[src/rtl/key_device_pkg.sv]
// Shared project constants for the key device: bus addresses and KCTRL bit layout.
// Also used by the data-memory decode to steer loads/stores to the device.
package key_device_pkg;

  localparam logic [31:0] ADDR_KDATA = 32'hFFFF0100;
  localparam logic [31:0] ADDR_KCTRL = 32'hFFFF0104;

  localparam int unsigned KCTRL_READY   = 0;
  localparam int unsigned KCTRL_OVERRUN = 2;
  localparam int unsigned KCTRL_IE      = 4;

  // Keys are active-low, so "nothing pressed" is all ones.
  localparam logic [3:0] KEY_IDLE = 4'hF;

  typedef struct packed {
    logic ready;
    logic overrun;
    logic ie;
  } kctrl_t;

endpackage

[src/rtl/key_debounce.sv]
// Synchronizes the raw keys and accepts a new value only after DEBCYCLES stable samples.
// 'load' is high in the cycle whose closing edge updates 'stable'.
module key_debounce
  import key_device_pkg::*;
#(
  parameter int unsigned DEBCYCLES = 10000
) (
  input  logic       clk,
  input  logic       reset,
  input  logic [3:0] key,
  output logic [3:0] stable,
  output logic       load
);

  localparam int unsigned CntW = $clog2(DEBCYCLES);
  localparam logic [CntW-1:0] CntMax = CntW'(DEBCYCLES - 1);

  logic [3:0]      sync1_q, sync2_q;
  logic [3:0]      cand_q, cand_d;
  logic [CntW-1:0] cnt_q, cnt_d;
  logic [3:0]      stable_q, stable_d;

  always_comb begin
    cand_d = cand_q;
    cnt_d  = cnt_q;
    if (sync2_q != cand_q) begin
      cand_d = sync2_q;
      cnt_d  = '0;
    end else if (cnt_q != CntMax) begin
      cnt_d = cnt_q + CntW'(1);
    end
  end

  assign load     = (cnt_q == CntMax) && (cand_q != stable_q);
  assign stable_d = load ? cand_q : stable_q;
  assign stable   = stable_q;

  always_ff @(posedge clk) begin
    if (reset) begin
      sync1_q  <= KEY_IDLE;
      sync2_q  <= KEY_IDLE;
      cand_q   <= KEY_IDLE;
      cnt_q    <= '0;
      stable_q <= KEY_IDLE;
    end else begin
      sync1_q  <= key;
      sync2_q  <= sync1_q;
      cand_q   <= cand_d;
      cnt_q    <= cnt_d;
      stable_q <= stable_d;
    end
  end

endmodule

[src/rtl/key_device.sv]
// Memory-mapped key device: debounced KDATA plus KCTRL (Ready/Overrun/IE) and an interrupt.
// Bus read data and select are purely combinational from the address and current registers.
module key_device
  import key_device_pkg::*;
#(
  parameter int unsigned       DBITS     = 32,
  parameter logic [DBITS-1:0]  ADDRKDATA = DBITS'(ADDR_KDATA),
  parameter logic [DBITS-1:0]  ADDRKCTRL = DBITS'(ADDR_KCTRL),
  parameter int unsigned       DEBCYCLES = 10000
) (
  input  logic             CLK,
  input  logic             RESET,
  input  logic [DBITS-1:0] ADDRIN,
  input  logic [DBITS-1:0] DIN,
  input  logic             WE,
  input  logic             RE,
  output logic [DBITS-1:0] DOUT,
  output logic             SEL,
  input  logic [3:0]       KEY,
  output logic             INTR
);

  logic [3:0]       stable;
  logic             key_load;
  kctrl_t           ctrl_q, ctrl_d;
  logic             is_kdata, is_kctrl;
  logic             kdata_rd, kctrl_wr;
  logic [DBITS-1:0] kdata_word, kctrl_word;
  logic             unused_din;

  key_debounce #(
    .DEBCYCLES(DEBCYCLES)
  ) u_debounce (
    .clk   (CLK),
    .reset (RESET),
    .key   (KEY),
    .stable(stable),
    .load  (key_load)
  );

  assign is_kdata = (ADDRIN == ADDRKDATA);
  assign is_kctrl = (ADDRIN == ADDRKCTRL);
  assign kdata_rd = RE && is_kdata;
  assign kctrl_wr = WE && is_kctrl;

  // Only DIN bits 0, 2 and 4 carry meaning for a KCTRL write.
  assign unused_din = ^DIN;

  // Clears apply first so that a coincident key change (set) wins.
  always_comb begin
    ctrl_d = ctrl_q;
    if (kdata_rd) ctrl_d.ready = 1'b0;
    if (kctrl_wr) begin
      if (!DIN[KCTRL_READY])   ctrl_d.ready   = 1'b0;
      if (!DIN[KCTRL_OVERRUN]) ctrl_d.overrun = 1'b0;
      ctrl_d.ie = DIN[KCTRL_IE];
    end
    if (key_load) begin
      ctrl_d.ready = 1'b1;
      // A read consuming the old value in the same cycle means nothing was lost.
      if (ctrl_q.ready && !kdata_rd) ctrl_d.overrun = 1'b1;
    end
  end

  always_ff @(posedge CLK) begin
    if (RESET) begin
      ctrl_q <= '0;
    end else begin
      ctrl_q <= ctrl_d;
    end
  end

  always_comb begin
    kdata_word       = '0;
    kdata_word[3:0]  = stable;
    kctrl_word                = '0;
    kctrl_word[KCTRL_READY]   = ctrl_q.ready;
    kctrl_word[KCTRL_OVERRUN] = ctrl_q.overrun;
    kctrl_word[KCTRL_IE]      = ctrl_q.ie;
  end

  always_comb begin
    DOUT = '0;
    if (is_kdata) begin
      DOUT = kdata_word;
    end else if (is_kctrl) begin
      DOUT = kctrl_word;
    end
  end

  assign SEL  = is_kdata || is_kctrl;
  assign INTR = ctrl_q.ready && ctrl_q.ie;

endmodule

[config.mk]
export PLATFORM = sky130hd
export DESIGN_NAME = key_device
export DESIGN_NICKNAME = d
export VERILOG_FILES = /design/src/rtl/key_device_pkg.sv /design/src/rtl/key_debounce.sv /design/src/rtl/key_device.sv
export SDC_FILE = /design/constraint.sdc
export NUM_CORES = 1
export LEC_CHECK = 0
export ABC_AREA = 1
export ABC_CLOCK_PERIOD_IN_PS = 3300
export CORE_UTILIZATION = 35
export CTS_CLUSTER_DIAMETER = 80
export DETAILED_ROUTE_END_ITERATION = 10
export HOLD_SLACK_MARGIN = 0.02
export PLACE_DENSITY = 0.75
export SETUP_SLACK_MARGIN = 0.02
export SLEW_MARGIN = 40
export SYNTH_ARGS = -nofsm -noshare
export SYNTH_HDL_FRONTEND = slang
export SYNTH_SLANG_ARGS = --single-unit
export TNS_END_PERCENT = 50
[constraint.sdc]
create_clock -name CLK -period 3.3 [get_ports CLK]
set_input_delay 0.66 -clock CLK [delete_from_list [all_inputs] [get_ports CLK]]
set_output_delay 0.66 -clock CLK [all_outputs]
set_load 0.05 [all_outputs]
== After elaboration in Yosys (flattened, before gate mapping) ==
Index checks and enable logic that the tools add are counted.
Word-level totals
  register bits: 33
  input port bits: 72
  logic and storage cells: 31
Operators by class
  add/sub/neg operators: 1
  eq/ne operators: 6
  multiplexer cells: 8
  reduce and logical (&&, ||, !) cells: 8
Operators with widths (number)
  equality test 32 bit (second input constant): 2
  adder 14 x 1 -> 14 bit (second input constant): 1
  equality test 14 bit (second input constant): 1
  inequality test 14 bit (second input constant): 1
  2-to-1 mux 5 bit: 2
  inequality test 4 bit: 2
  logical AND 1 bit: 5
  2-to-1 mux 1 bit: 4
  2-to-1 mux 3 bit: 1
  2-to-1 mux 2 bit: 1
  OR reduction 2 bit: 1
  logical NOT 1 bit: 1
  logical OR 1 bit: 1

== Longest topological paths before layout ==
Gate-level depths: netlist (run 1).
  depth in word-level cells: 7
  gate-level depth with buffers: 9

== Cells and area by module ==
From an unflattened synthesis (run 1), not the netlist that was laid out.
Unflattened totals
  cells, all modules: 303
  area, all modules: 2107.0 sq um
Modules (own cells, without submodules)
  key_debounce: instances 1, cells an instance 195, area each 1471.4 sq um, sequential area each 600.6 sq um
  key_device: instances 1, cells an instance 108, area each 635.6 sq um, sequential area each 60.1 sq um

== Least setup slack after synthesis (run 1) ==
OpenSTA, ideal clock, no wires.
  kind: input -> output
  from: in ADDRIN[4]
  to: out DOUT[4]
  data arrival time: 1834 ps
  required time: 2640 ps
  setup slack: 806 ps
  stages: 7
  path buffers: 0
  cell sequence: inv_1 > nand2_1 > nor2_1 > nand2_1 > nor2_1 > nand2_1 > nor2_1
Between the ends
  word-level cells in the longest chain between the ends: 3
  elaborated cells between the ends (all ways): 4
Ends and longest elaborated chain
  start: declaration: line key_device.sv:13  | input logic [DBITS-1:0] ADDRIN,
  equality test 32 bit: line key_device.sv:42  | assign is_kctrl = (ADDRIN == ADDRKCTRL);
  2-to-1 mux 5 bit: line key_device.sv:86  | end else if (is_kctrl) begin
  2-to-1 mux 5 bit (*): line key_device.sv:84  | if (is_kdata) begin
  end: declaration: line key_device.sv:17  | output logic [DBITS-1:0] DOUT,
Mark *: on every way between the ends. The rest lies on a longest branch, timed or not.

== Worst setup path after layout (run 1) ==
  from: in ADDRIN[25]
  to: out DOUT[0]
Same word-level chain as after synthesis.

==> run_results.csv, run 1 <==
group,metric,value,unit
status,status,"finished clean",
critical_path,worst_setup_path_start_kind,"input port",
min_path,min_to,"u_debounce.sync2_q[1]$_SDFF_PP1_",
sta,fin_crit_sh,86.0,%
synth,yosysUniqueCellTypes,29,
synth,synth_edf_count,0,
detailed_routing,firstDrtPassIters,4,
sta,fin_setup_tns,0,ns
clock_tree,cts_tree,"built",
clock_tree,cts_inserted_buffers,5,
global_route,grt_use_met1,15.5,%
place,dpl_cell_area,0.00248,mm2
die,fp.coreArea,0.00524,mm2
finish,final_common_cell,"nand2_1",
sta,slew_headroom,66.6,%
finish,diodes,0,
clock_tree,clk_pin_slew,0.06,ns
detailed_routing,vias,1741,
synth,ys_seq_area_share,34.1,%
flow_run,drv_cap,0,
detailed_routing,routed_wirelength,3750,um
critical_path,crit_arrival,2.18,ns
detailed_routing,drc,0,
sta,period_needed,2.84,ns
global_route,antenna_found_initial,0,
detailed_routing,wl_per_cell,9.19,um
clock_tree,post_cts_buffers,0,
die,num_rows,26,
synth,ys_async_sr_fraction,0,%
global_route,grt_pass1_vias,1601,
die,die_area,0.00584,mm2
detailed_routing,viasPerCell,4.27,
sta,hold_viol_final,0,
place,routabilityCongestion,0.812,
sta,tightestPinTransition,0.499,ns
critical_path,critPathMaxFanout,4,
finish,drive_gt1_share,13.9,%
global_route,grt_overflow,0,
pwr,p_total,0.000874,W
critical_path,cp-end-kind,"primary output",
sta,clock_skew,0.00712,ns
global_route,gr-usage-met3,3.59,%
critical_path,r2r-end,"ctrl_q[1]$_SDFF_PP0_",
die,boundaryPins,106,
finish,area_growth,32.1,%
global_route,grt_max_degree,12,
pwr,peakVddDrop,218,uV
global_route,grt_pass1_wl,6690,um
synth,synth_cells,283,
clock_tree,clock_path_buffers,2,
sta,drv_slew,0,
place,dp.final_hpwl,3110,um
min_path,min-delay-path-class,"register to register",
detailed_routing,dr.first_iter.drc_count,48,
synth,syn_area,0.00194,mm2
detailed_routing,ant_nets,0,
synth,synth_ff_type,"dfxtp_1",
synth,ys_warn_count,0,
critical_path,crit_required,2.64,ns
global_route,busiest_layer,"met2",
pwr,power_density,341,mW/mm2
finish,stdcell_area,0.00256,mm2
sta,grt_setup_unrepaired,"false",
global_route,track_usage,14.2,%
clock_tree,clk_latency,0.28,ns
global_route,grtUsageMet2,25.7,%
die,dieHeight,76.4,um
min_path,hold_depth,1,
critical_path,path_class,"input port to primary output",
clock_tree,cts-hold-fix-buffers,0,
clock_tree,root_buffer,"clkbuf_8",
clock_tree,cts_sinks,33,
clock_tree,htreeDepth,2,
die,dieWidth,76.4,um
synth,ys_seq_elements,33,
place,port_buffers,49,
die,start_util,37.0,%
synth,syn_area_per_cell,6.85,um2
finish,final_net_count,411,
sta,setup_viol,0,
critical_path,reg2reg_depth,7,
finish,final_cell_mix,"65 x nand2_1, 43 x clkdlybuf4s50_1, 41 x inv_1",
sta,fmax,352,MHz
clock_tree,cts_resized,0,
critical_path,reg2reg_slack,1.74,ns
min_path,worstHoldStart,"u_debounce.sync1_q[1]$_SDFF_PP1_",
critical_path,timing.rr.start,"u_debounce.cnt_q[0]$_SDFFE_PP0P_",
pwr,power.leakage,1.15,nW
==> metrics by stage <==
stage                     hold slack, ns  std cells  setup WS, ns  utilization [%]
after floorplan                    0.389        309         0.806                -
after global placement             0.391        401         0.501             47.3
after detailed placement           0.393        401         0.479             47.3
after CTS                          0.408        408         0.466             48.9
after global routing               0.426        408         0.304             48.9
final                              0.407        408         0.462             48.9
==> cells by family (layout without fill, tap and decap cells) <==
logic type	after synthesis	after routing	synth area share [%]
AOI/OAI and AO/OA	24	24	7.03
and+or+nand+nor	143	143	35.3
buffers and inverters	74	103	19.6
other	1	27	0.193
xor gates and xnor gates	7	7	3.16
adders and majority gates	1	1	0.645
DFF	33	33	34.1
==> cells in the mapped netlist, types with 2 or more instances <==
cell	n	area share (%)
nand2_2	4	1.3
o21ai_0	2	0.52
dfxtp_1	33	34
o211ai_1	2	0.77
xor2_1	2	0.90
nor3_1	3	0.77
inv_2	4	0.77
or2_2	9	2.9
buf_4	27	10
nand3_1	12	3.1
nand4_1	4	1.3
nand2_1	65	13
a22o_1	2	0.90
nor3_2	6	3.1
o21ai_1	7	1.8
inv_1	41	7.9
nor2_1	30	5.8
nand3_2	3	1.5
a21oi_1	10	2.6
nor2_2	4	1.3
xnor2_1	5	2.3
==> cell type report <==
type,instances,area [um2]
clock buffer,7,86.3
fill,535,2680
inverter,46,174
multi-input combinational,202,996
sequential,33,661
tap,70,87.6
timing repair buffer,50,558
==> where the power goes <==
part	internal, W	switching (W)
Combinational	0.0000598	0.000101
Sequential	0.000406	0.00000476
Clock	0.000165	0.000136
==> how the worst max path moves through the flow <==
stage,slack [ns],start,depth (start not counted),to
final,0.46,ADDRIN[25],9,DOUT[0]
after global routing,0.30,ADDRIN[4],10,DOUT[0]
after CTS,0.47,ADDRIN[28],9,DOUT[0]
after detailed placement,0.48,ADDRIN[28],9,DOUT[0]
after global placement,0.50,ADDRIN[25],8,DOUT[1]
after floorplan,0.81,ADDRIN[4],7,DOUT[4]
==> per-layer routing <==
layer  wire (um)  share of wire (%)  vias up
li1            -                  -      931
met1        1610                 43      750
met2        1890                 50       53
met3         187                5.0        7
met4          64                1.7        0
met5           0                  0        -
==> worst max-delay path, cell delays in order <==
cell	delay, ns
clkdlybuf4s50_1	0.48
nand2_1	0.06
nor2_1	0.09
nand2_1	0.07
nor2_1	0.22
nand2_1	0.16
inv_1	0.10
a22o_1	0.18
buf_12	0.15
==> state kept, by name, indices dropped and copies added, names as in the netlist <==
name                count
u_debounce.cnt_q       14
u_debounce.cand_q       4
u_debounce.stable       4
u_debounce.sync1_q      4
u_debounce.sync2_q      4
ctrl_q                  3
(Power assumes the default switching activity.)
==> inputs of run 2 (changes only) <==
Settings changed: CTS_BUF_LIST set to sky130_fd_sc_hd__clkbuf_2.
==> run_results.csv, run 2 (synthesized netlist as in run 1, its figures left out) <==
group,metric,value,unit
status,status,"finished clean",
sta,fin_setup_tns,0,ns
pwr,combPwrFrac,21.4,%
finish,final_cell_mix,"65 x nand2_1, 43 x clkdlybuf4s50_1, 41 x inv_1",
finish,largest_reg_flops,14,
clock_tree,cts-hold-fix-buffers,0,
sta,drv_slew,0,
clock_tree,clk_pin_slew,0.14,ns
min_path,hold_depth,1,
critical_path,crit_start,"ADDRIN[28]",
global_route,track_usage,13.9,%
detailed_routing,ant_nets,0,
detailed_routing,firstDrtPassIters,4,
die,boundaryPins,106,
global_route,antenna_found_initial,0,
critical_path,path_class,"input port to primary output",
min_path,worstHoldStart,"u_debounce.sync1_q[1]$_SDFF_PP1_",
finish,area_growth,29.4,%
die,dieWidth,76.4,um
die,start_util,37.0,%
pwr,sequentialPowerShare,54.7,%
clock_tree,cts_inserted_buffers,5,
pwr,internal_power,0.000516,W
sta,fmax,352,MHz
detailed_routing,routed_wirelength,3750,um
critical_path,cp-end-kind,"primary output",
finish,final_net_count,411,
pwr,power.leakage,1.13,nW
sta,worst_slack,0.462,ns
clock_tree,cts_resized,0,
die,fp.coreArea,0.00524,mm2
finish,regMostFlops,"u_debounce.cnt_q",
sta,period_needed,2.84,ns
sta,tightestPinTransition,0.499,ns
die,num_rows,26,
detailed_routing,vias,1754,
sta,hold_viol_final,0,
clock_tree,post_cts_buffers,0,
pwr,switchingPower,0.000236,W
sta,grt_setup_unrepaired,"false",
detailed_routing,wl_per_cell,9.20,um
detailed_routing,dr.first_iter.drc_count,44,
critical_path,reg2reg_depth,7,
clock_tree,clock_path_buffers,2,
min_path,min-delay-path-class,"register to register",
pwr,p_clk_share,23.8,%
sta,slew_headroom,66.6,%
critical_path,critPathMaxFanout,4,
die,die_area,0.00584,mm2
global_route,grt_overflow,0,
clock_tree,htreeDepth,2,
sta,setup_viol,0,
global_route,grt_pass1_wl,6670,um
clock_tree,root_buffer,"clkbuf_2",
critical_path,crit_required,2.64,ns
place,port_buffers,49,
critical_path,crit_arrival,2.18,ns
detailed_routing,drc,0,
sta,clock_skew,0.0195,ns
die,dieHeight,76.4,um
place,place_ws,0.479,ns
finish,final_common_cell,"nand2_1",
pwr,power_density,299,mW/mm2
global_route,grt_max_degree,12,
critical_path,worst_setup_path_start_kind,"input port",
place,dp.final_hpwl,3110,um
place,routabilityCongestion,0.812,
detailed_routing,viasPerCell,4.30,
finish,diodes,0,
flow_run,drv_cap,0,
finish,drive_gt1_share,13.9,%
pwr,switching_share,31.3,%
sta,fin_crit_sh,86.0,%
clock_tree,cts_tree,"built",
pwr,peakVddDrop,176,uV
clock_tree,clk_latency,0.37,ns
clock_tree,cts_sinks,33,
critical_path,timing.rr.start,"u_debounce.cnt_q[0]$_SDFFE_PP0P_",
global_route,grt_pass1_vias,1623,
==> run 2: cell type report <==
cell class	instances	area [um2]
clock buffer	6	30.0
clock inverter	1	3.75
fill	541	2730
inverter	46	174
multi-input combinational	202	996
sequential	33	661
tap	70	87.6
timing repair buffer	50	558
==> run 2: power groups by stage <==
stage	registers, W	logic (W)	clock network [W]
floorplan	0.000419	0.000127	0
CTS	0.000412	0.000161	0.000183
detailed placement	0.000420	0.000161	0
global placement	0.000420	0.000159	0
global route	0.000413	0.000174	0.000204
finish	0.000411	0.000161	0.000179
==> run 2: layer usage <==
metal | wire length [um] | track usage, % | vias up
met3 | 167 | 2.51 | 9
met1 | 1640 | 15.6 | 762
met5 | 0 | 0 | -
met2 | 1870 | 25.6 | 55
met4 | 77 | 5.77 | 0
li1 | - | - | 928
==> run 2: final timing paths <==
kind	end	slack, ns
max	DOUT[0]	0.46
min	u_debounce.sync2_q[1]$_SDFF_PP1_	0.43
max reg2reg	ctrl_q[1]$_SDFF_PP0_	1.70
min reg2reg	u_debounce.sync2_q[1]$_SDFF_PP1_	0.43
==> run 2: per-stage QoR <==
stage	hold WS, ns	utilization, %	std cells	cell area [um2]	power [W]
floorplan	0.389	-	309	2040	0.000546
global placement	0.391	47.3	401	2480	0.000578
detailed placement	0.393	47.3	401	2480	0.000581
CTS	0.428	47.9	408	2510	0.000756
global route	0.448	47.9	408	2510	0.000791
finish	0.425	47.9	408	2510	0.000751
==> run 2: critical path, cell delays in order <==
cell             delay [ns]
clkdlybuf4s50_1        0.49
nand2_1                0.05
nor2_1                 0.09
nand2_1                0.07
nor2_1                 0.22
nand2_1                0.16
inv_1                  0.10
a22o_1                 0.18
buf_12                 0.15
==> inputs of run 3 (changes only) <==
Settings changed: SKIP_CTS_REPAIR_TIMING set to 1.
==> results of run 3 <==
Same layout as run 2: the final DEF is identical, and so are final timing and power.
